--- src/rtl/ctrl_hazard_tracker_if.sv ---
// ---------------------------------------------------------------------------
// ctrl_hazard_tracker_if
//
// Purpose:
//    Groups the signals between the decode/execute control path and the
//    pipeline hazard tracker into one bundle.
//
// Signal summary:
//    RegWriteD, ResultSrcD    decode-stage control bits (writes rd / is a load)
//    Rs1D, Rs2D, RdD          decode-stage register specifiers
//    PCSrcE                   execute-stage taken branch / redirect
//    ForwardAE, ForwardBE     ALU operand selects (00 RF, 10 M, 01 W)
//    StallF, StallD           hold PC / IF-ID register
//    FlushD, FlushE           bubble IF-ID / ID-EX register
//    stall_cnt, flush_cnt     saturating event counters
//
// Modports:
//    master   the core side, drives decode/execute info, consumes controls
//    slave    the tracker side
// ---------------------------------------------------------------------------
interface ctrl_hazard_tracker_if #(
   parameter int CNT_W = 16
);

   logic             RegWriteD;
   logic             ResultSrcD;
   logic [4:0]       Rs1D;
   logic [4:0]       Rs2D;
   logic [4:0]       RdD;
   logic             PCSrcE;

   logic [1:0]       ForwardAE;
   logic [1:0]       ForwardBE;
   logic             StallF;
   logic             StallD;
   logic             FlushD;
   logic             FlushE;
   logic [CNT_W-1:0] stall_cnt;
   logic [CNT_W-1:0] flush_cnt;

   modport master (
      output RegWriteD, ResultSrcD, Rs1D, Rs2D, RdD, PCSrcE,
      input  ForwardAE, ForwardBE, StallF, StallD, FlushD, FlushE,
      input  stall_cnt, flush_cnt
   );

   modport slave (
      input  RegWriteD, ResultSrcD, Rs1D, Rs2D, RdD, PCSrcE,
      output ForwardAE, ForwardBE, StallF, StallD, FlushD, FlushE,
      output stall_cnt, flush_cnt
   );

endinterface

--- src/rtl/ctrl_hazard_tracker.sv ---
// ---------------------------------------------------------------------------
// ctrl_hazard_tracker
//
// Purpose:
//    Hazard unit for the five-stage RV32I core. It shadows the control
//    bundle (RegWrite, ResultSrc, register specifiers) of the instructions
//    in E, M and W. From that shadow state it produces the ALU forwarding
//    selects and the load-use stall / branch flush controls. It also keeps
//    saturating stall and flush event counters for performance debug.
//
// Ports:
//    clk    core clock, all state updates on the rising edge
//    rst    asynchronous, active-low reset
//    hz     ctrl_hazard_tracker_if.slave bundle (see the interface header)
//
// Parameters:
//    CNT_W  width of the stall/flush event counters; it must match the
//           CNT_W of the connected interface instance
// ---------------------------------------------------------------------------
module ctrl_hazard_tracker #(
   parameter int CNT_W = 16
) (
   input logic                clk,
   input logic                rst,
   ctrl_hazard_tracker_if.slave hz
);

   localparam logic [CNT_W-1:0] CNT_MAX = '1;
   localparam logic [CNT_W-1:0] CNT_ONE = CNT_W'(1);

   // E-stage shadow of the instruction currently executing
   logic             RegWriteE_q, RegWriteE_d;
   logic             ResultSrcE_q, ResultSrcE_d;
   logic [4:0]       RdE_q, RdE_d;
   logic [4:0]       Rs1E_q, Rs1E_d;
   logic [4:0]       Rs2E_q, Rs2E_d;

   // M- and W-stage shadows, only what forwarding needs
   logic             RegWriteM_q, RegWriteM_d;
   logic [4:0]       RdM_q, RdM_d;
   logic             RegWriteW_q, RegWriteW_d;
   logic [4:0]       RdW_q, RdW_d;

   // Performance counters
   logic [CNT_W-1:0] stallCnt_q, stallCnt_d;
   logic [CNT_W-1:0] flushCnt_q, flushCnt_d;

   logic             redirect;
   logic             loadInE;
   logic             lwStall;
   logic             flushE;
   logic [1:0]       forwardA;
   logic [1:0]       forwardB;

   // Hazard detection. The redirect is masked by reset so that every
   // control output reads 0 while reset is held, even though PCSrcE
   // itself comes straight from the execute stage. A taken branch
   // suppresses the load-use stall: the instruction in D is squashed
   // anyway, and the PC must be free to take the target.
   always_comb begin
      redirect = hz.PCSrcE & rst;
      loadInE  = ResultSrcE_q & RegWriteE_q & (RdE_q != 5'd0);
      lwStall  = loadInE
               & ((RdE_q == hz.Rs1D) | (RdE_q == hz.Rs2D))
               & ~redirect;
      flushE   = lwStall | redirect;
   end

   // Operand A forwarding. M is the younger producer and therefore wins
   // over W. x0 never forwards because its value is hard-wired to zero.
   always_comb begin
      forwardA = 2'b00;
      if (RegWriteM_q && (RdM_q != 5'd0) && (RdM_q == Rs1E_q)) begin
         forwardA = 2'b10;
      end else if (RegWriteW_q && (RdW_q != 5'd0) && (RdW_q == Rs1E_q)) begin
         forwardA = 2'b01;
      end
   end

   // Operand B forwarding, same priority rule as operand A.
   always_comb begin
      forwardB = 2'b00;
      if (RegWriteM_q && (RdM_q != 5'd0) && (RdM_q == Rs2E_q)) begin
         forwardB = 2'b10;
      end else if (RegWriteW_q && (RdW_q != 5'd0) && (RdW_q == Rs2E_q)) begin
         forwardB = 2'b01;
      end
   end

   // E-stage next state. When the ID-EX register is flushed the E shadow
   // must hold a bubble too; otherwise a squashed instruction could still
   // trigger forwarding or a stall further down the pipe.
   always_comb begin
      RegWriteE_d  = hz.RegWriteD;
      ResultSrcE_d = hz.ResultSrcD;
      RdE_d        = hz.RdD;
      Rs1E_d       = hz.Rs1D;
      Rs2E_d       = hz.Rs2D;
      if (flushE) begin
         RegWriteE_d  = 1'b0;
         ResultSrcE_d = 1'b0;
         RdE_d        = 5'd0;
         Rs1E_d       = 5'd0;
         Rs2E_d       = 5'd0;
      end
   end

   // M and W always advance. Stalls only ever hold F and D, so anything
   // already past E keeps moving every cycle.
   always_comb begin
      RegWriteM_d = RegWriteE_q;
      RdM_d       = RdE_q;
      RegWriteW_d = RegWriteM_q;
      RdW_d       = RdM_q;
   end

   // Saturating event counters. They stick at all-ones instead of wrapping
   // so that a long debug run never reports a deceptively small count.
   always_comb begin
      stallCnt_d = stallCnt_q;
      flushCnt_d = flushCnt_q;
      if (lwStall && (stallCnt_q != CNT_MAX)) begin
         stallCnt_d = stallCnt_q + CNT_ONE;
      end
      if (redirect && (flushCnt_q != CNT_MAX)) begin
         flushCnt_d = flushCnt_q + CNT_ONE;
      end
   end

   // Shadow and counter registers. Reset wipes all in-flight tracking at
   // once, so nothing issued before reset can ever be forwarded after it.
   always_ff @(posedge clk or negedge rst) begin
      if (!rst) begin
         RegWriteE_q  <= 1'b0;
         ResultSrcE_q <= 1'b0;
         RdE_q        <= 5'd0;
         Rs1E_q       <= 5'd0;
         Rs2E_q       <= 5'd0;
         RegWriteM_q  <= 1'b0;
         RdM_q        <= 5'd0;
         RegWriteW_q  <= 1'b0;
         RdW_q        <= 5'd0;
         stallCnt_q   <= '0;
         flushCnt_q   <= '0;
      end else begin
         RegWriteE_q  <= RegWriteE_d;
         ResultSrcE_q <= ResultSrcE_d;
         RdE_q        <= RdE_d;
         Rs1E_q       <= Rs1E_d;
         Rs2E_q       <= Rs2E_d;
         RegWriteM_q  <= RegWriteM_d;
         RdM_q        <= RdM_d;
         RegWriteW_q  <= RegWriteW_d;
         RdW_q        <= RdW_d;
         stallCnt_q   <= stallCnt_d;
         flushCnt_q   <= flushCnt_d;
      end
   end

   // Output drive. All controls respond in the same cycle as the inputs.
   always_comb begin
      hz.ForwardAE = forwardA;
      hz.ForwardBE = forwardB;
      hz.StallF    = lwStall;
      hz.StallD    = lwStall;
      hz.FlushD    = redirect;
      hz.FlushE    = flushE;
      hz.stall_cnt = stallCnt_q;
      hz.flush_cnt = flushCnt_q;
   end

endmodule

--- src/flat_wrapper.sv ---
// flat-port wrapper written by rule: the top's interface ports become plain ports
module ctrl_hazard_tracker_flat 
#(
   parameter int CNT_W = 16
)
  (clk, rst, hz_RegWriteD, hz_ResultSrcD, hz_Rs1D, hz_Rs2D, hz_RdD, hz_PCSrcE, hz_ForwardAE, hz_ForwardBE, hz_StallF, hz_StallD, hz_FlushD, hz_FlushE, hz_stall_cnt, hz_flush_cnt);
  ctrl_hazard_tracker_if #(.CNT_W(CNT_W)) hz_i ();
  input logic clk;
  input logic rst;
  input wire logic [$bits(hz_i.RegWriteD)-1:0] hz_RegWriteD;
  input wire logic [$bits(hz_i.ResultSrcD)-1:0] hz_ResultSrcD;
  input wire logic [$bits(hz_i.Rs1D)-1:0] hz_Rs1D;
  input wire logic [$bits(hz_i.Rs2D)-1:0] hz_Rs2D;
  input wire logic [$bits(hz_i.RdD)-1:0] hz_RdD;
  input wire logic [$bits(hz_i.PCSrcE)-1:0] hz_PCSrcE;
  output wire logic [$bits(hz_i.ForwardAE)-1:0] hz_ForwardAE;
  output wire logic [$bits(hz_i.ForwardBE)-1:0] hz_ForwardBE;
  output wire logic [$bits(hz_i.StallF)-1:0] hz_StallF;
  output wire logic [$bits(hz_i.StallD)-1:0] hz_StallD;
  output wire logic [$bits(hz_i.FlushD)-1:0] hz_FlushD;
  output wire logic [$bits(hz_i.FlushE)-1:0] hz_FlushE;
  output wire logic [$bits(hz_i.stall_cnt)-1:0] hz_stall_cnt;
  output wire logic [$bits(hz_i.flush_cnt)-1:0] hz_flush_cnt;
  assign hz_i.RegWriteD = hz_RegWriteD;
  assign hz_i.ResultSrcD = hz_ResultSrcD;
  assign hz_i.Rs1D = hz_Rs1D;
  assign hz_i.Rs2D = hz_Rs2D;
  assign hz_i.RdD = hz_RdD;
  assign hz_i.PCSrcE = hz_PCSrcE;
  assign hz_ForwardAE = hz_i.ForwardAE;
  assign hz_ForwardBE = hz_i.ForwardBE;
  assign hz_StallF = hz_i.StallF;
  assign hz_StallD = hz_i.StallD;
  assign hz_FlushD = hz_i.FlushD;
  assign hz_FlushE = hz_i.FlushE;
  assign hz_stall_cnt = hz_i.stall_cnt;
  assign hz_flush_cnt = hz_i.flush_cnt;
  ctrl_hazard_tracker #(.CNT_W(CNT_W)) u_core (.clk(clk), .rst(rst), .hz(hz_i));
endmodule
--- config.mk ---
export PLATFORM = sky130hd
export DESIGN_NAME = ctrl_hazard_tracker_flat
export DESIGN_NICKNAME = d
export VERILOG_FILES = /design/src/rtl/ctrl_hazard_tracker_if.sv /design/src/rtl/ctrl_hazard_tracker.sv /design/src/flat_wrapper.sv
export SDC_FILE = /design/constraint.sdc
export NUM_CORES = 1
export LEC_CHECK = 0
export ABC_AREA = 1
export BUFFER_PORTS_ARGS = -buffer_cell sky130_fd_sc_hd__buf_2
export CAP_MARGIN = 40
export CORE_UTILIZATION = 25
export DETAILED_ROUTE_END_ITERATION = 16
export HOLD_SLACK_MARGIN = 0.12
export MAX_ROUTING_LAYER = met4
export PLACE_DENSITY = 0.42
export SYNTH_ARGS = -nofsm -noshare
export SYNTH_HDL_FRONTEND = slang
export SYNTH_SLANG_ARGS = --single-unit
export TNS_END_PERCENT = 30
--- constraint.sdc ---
create_clock -name clk -period 4.9 [get_ports clk]
set_input_delay 0.245 -clock clk [delete_from_list [all_inputs] [get_ports clk]]
set_output_delay 0.245 -clock clk [all_outputs]
set_load 0.005 [all_outputs]
==> results.txt <==
status = completed
Avg WL per Cell = 12.0 microns
final setup fails = 0
die width = 115 microns
TritonCTS clock tree = yes
Top FF cell, synth = dfrtp_1
largest net degree at the start of global routing = 63
Pre-Repair DR Iteration Count = 4
GP Congestion = 0.761
YS warnings = 0
Setup WS pre-CTS = 2600 ps
GRT Total Usage = 13.2%
fmax = 0.450 GHz
power per cell area = 367 nW/um^2
r2r startpoint = u_core.hz.stall_cnt[0]$_DFFE_PN0P_
Lkg Pwr = 2.12 nW
top-count cell post-synth = nand2_1
# clock sinks = 61
total CTS buffers = 9
crit path cell chain = buf_2, buf_4, nand2_1, nand2_1, buf_2
worst setup margin = 2680 ps
Max Cap Viol = 0
Worst Path Max Fanout = 62
synth top area cells = dfrtp_1 (48%), nand2_1 (16%), xnor2_1 (6.9%)
Clock transition at path regs = 60 ps
R2R depth = 7
Mapped Nets = 420
post-synthesis cell count = 398
worst rel slew slack = 46.8%
area grow syn2layout = 25.5%
antenna-violating nets left = 0
top cells by count, synth = nand2_1 (133), dfrtp_1 (61), nor2_1 (49)
gr ovfl total = 0
DRC viols = 0
Synth area leader = dfrtp_1
Final period util = 45.4%
die height = 115 microns
Initial Util = 26.1%
Yosys reg bits = 61
vias in the first global route = 2546
CP Buf/Inv Count = 3
R2R Path End = u_core.hz.stall_cnt[6]$_DFFE_PN0P_
CP arrival = 1980 ps
Peak VDD IR = 167 uV
cell row count = 40
root cell of the clock tree = clkbuf_16
TNS Setup = 0 ps
actual slew at the worst max-slew pin = 798 ps
post-synth top area share = 47.9%
final-stage net count = 487
Tmin final = 2220 ps
critical path's top delay family = buffers and inverters
startpoint types = input port
Reg2Reg Setup Slack = 2890 ps
required time worst endpoint = 4660 ps
CP Class = input port to primary output
# H-tree levels = 3
vias = 2577
clock skew = 4.37 ps
slowest CP cell = buf_4
ant diodes = 0
post-detail-place hpwl = 5.56 mm
RSZ-0062 raised after global routing = no
CP endpoint kind = primary output
post-DR vias/cell = 4.04
HP Class = input port to asynchronous set/reset pin
number of synthesized flops with an enable pin = 0
final count of pins violating max slew = 0
Async SR Flop Fraction = 100%
final hold violation count = 0
IO Port Bufs = 59
cts repair resizes = 0
sequential fraction of the synthesis area = 47.9%
layout cells sized above 1 = 18.3%
slowest cell delay on critical path = 580 ps
initial antenna violation count = 0
Worst-Skew Late Latency = 320 ps
clock buffer depth = 2
First DRT Iteration DRCs = 87
core box area = 12200 sq um
synthesized area per cell = 8.01 sq um
aggregate routed wire length = 7.65 mm
synthesized area = 3190 sq um
number of top-level pins = 60
Die ar. = 13200 sq um
first-pass GRT wire length = 12.9 mm
Distinct cells, synth = 23
-- final cells by class --
cell class | count | area [sq um]
Inverter | 46 | 175
Clock buffer | 9 | 225
Sequential cell | 61 | 1530
Clock inverter | 7 | 98.8
Timing Repair Buffer | 62 | 323
Tap cell | 168 | 210
Fill cell | 1329 | 8210
Multi-Input combinational cell | 285 | 1440
-- power breakdown --
part           leakage, nW  internal, W  switching [W]  total (W)
combinational         1.17    0.0000794      0.0000943   0.000174
clock                0.156     0.000448       0.000244   0.000692
sequential           0.793     0.000548      0.0000562   0.000604
total                 2.12      0.00107       0.000395    0.00147
-- how the worst max path moves through the flow --
stage	startpoint	end	depth (start not counted)	slack [ps]
after floorplan	u_core.hz.flush_cnt[0]$_DFFE_PN0P_	u_core.hz.flush_cnt[3]$_DFFE_PN0P_	11	3210
after global placement	rst	hz_FlushE	5	2660
after detailed placement	rst	hz_FlushE	5	2600
after CTS	rst	hz_FlushE	5	2590
after global routing	rst	hz_FlushE	5	2350
final	rst	hz_FlushE	5	2680
-- metrics by stage --
step / hold slack, ps / area, sq um / power (W) / utilization, % / instances
CTS: 121 / 4000 / 0.00149 / 32.8 / 638
floorplan: -50.6 / 3190 / 0.000707 / - / 398
global placement: 367 / 3660 / 0.000787 / 29.9 / 620
finish: 68.6 / 4000 / 0.00147 / 32.8 / 638
global route: 130 / 4000 / 0.00155 / 32.8 / 638
detailed placement: 358 / 3660 / 0.000790 / 29.9 / 620
-- state kept, by name, summed over array words and instances, names as in the netlist --
register             cells
u_core.Rs2E_q            5
u_core.RegWriteM_q       1
u_core.hz.stall_cnt     16
u_core.Rs1E_q            5
u_core.RegWriteW_q       1
u_core.ResultSrcE_q      1
u_core.RdE_q             5
u_core.hz.flush_cnt     16
u_core.RegWriteE_q       1
u_core.RdM_q             5
u_core.RdW_q             5
-- per-layer routing --
layer / global-route usage [%] / part of all wire, % / routed length (microns)
met1: 17.1 / 50 / 3830
met2: 19.8 / 45 / 3420
met3: 3.48 / 3.8 / 288
met4: 4.94 / 1.4 / 109
met5: - / 0 / 0
-- repair_timing --
item / CTS / global route
hold endpoints to repair: 2 / 0
buffers inserted: 0 / 0
hold buffers: 2 / 0
-- cell families after synthesis --
family                   after synthesis  synth area share (%)
buffers and inverters                 52                  6.90
XOR/XNOR                              46                  12.6
AND/OR/NAND/NOR                      229                  30.4
adder cells (fa/ha/maj)                2                 0.784
AO/OA/AOI/OAI                          8                  1.37
flip-flops                            61                  47.9
-- cells in the final DEF (no fill, tap or decap), types with 7 or more instances in the layout --
cell and count:
inv_1 44, nand3_1 20, xor2_1 21, nor3_1 7, nor2_1 49, xnor2_1 25
nand4_1 9, buf_2 59, nand2_1 133, clkbuf_16 9, dfrtp_1 61, o21ai_0 7
(Power assumes the default switching activity.)
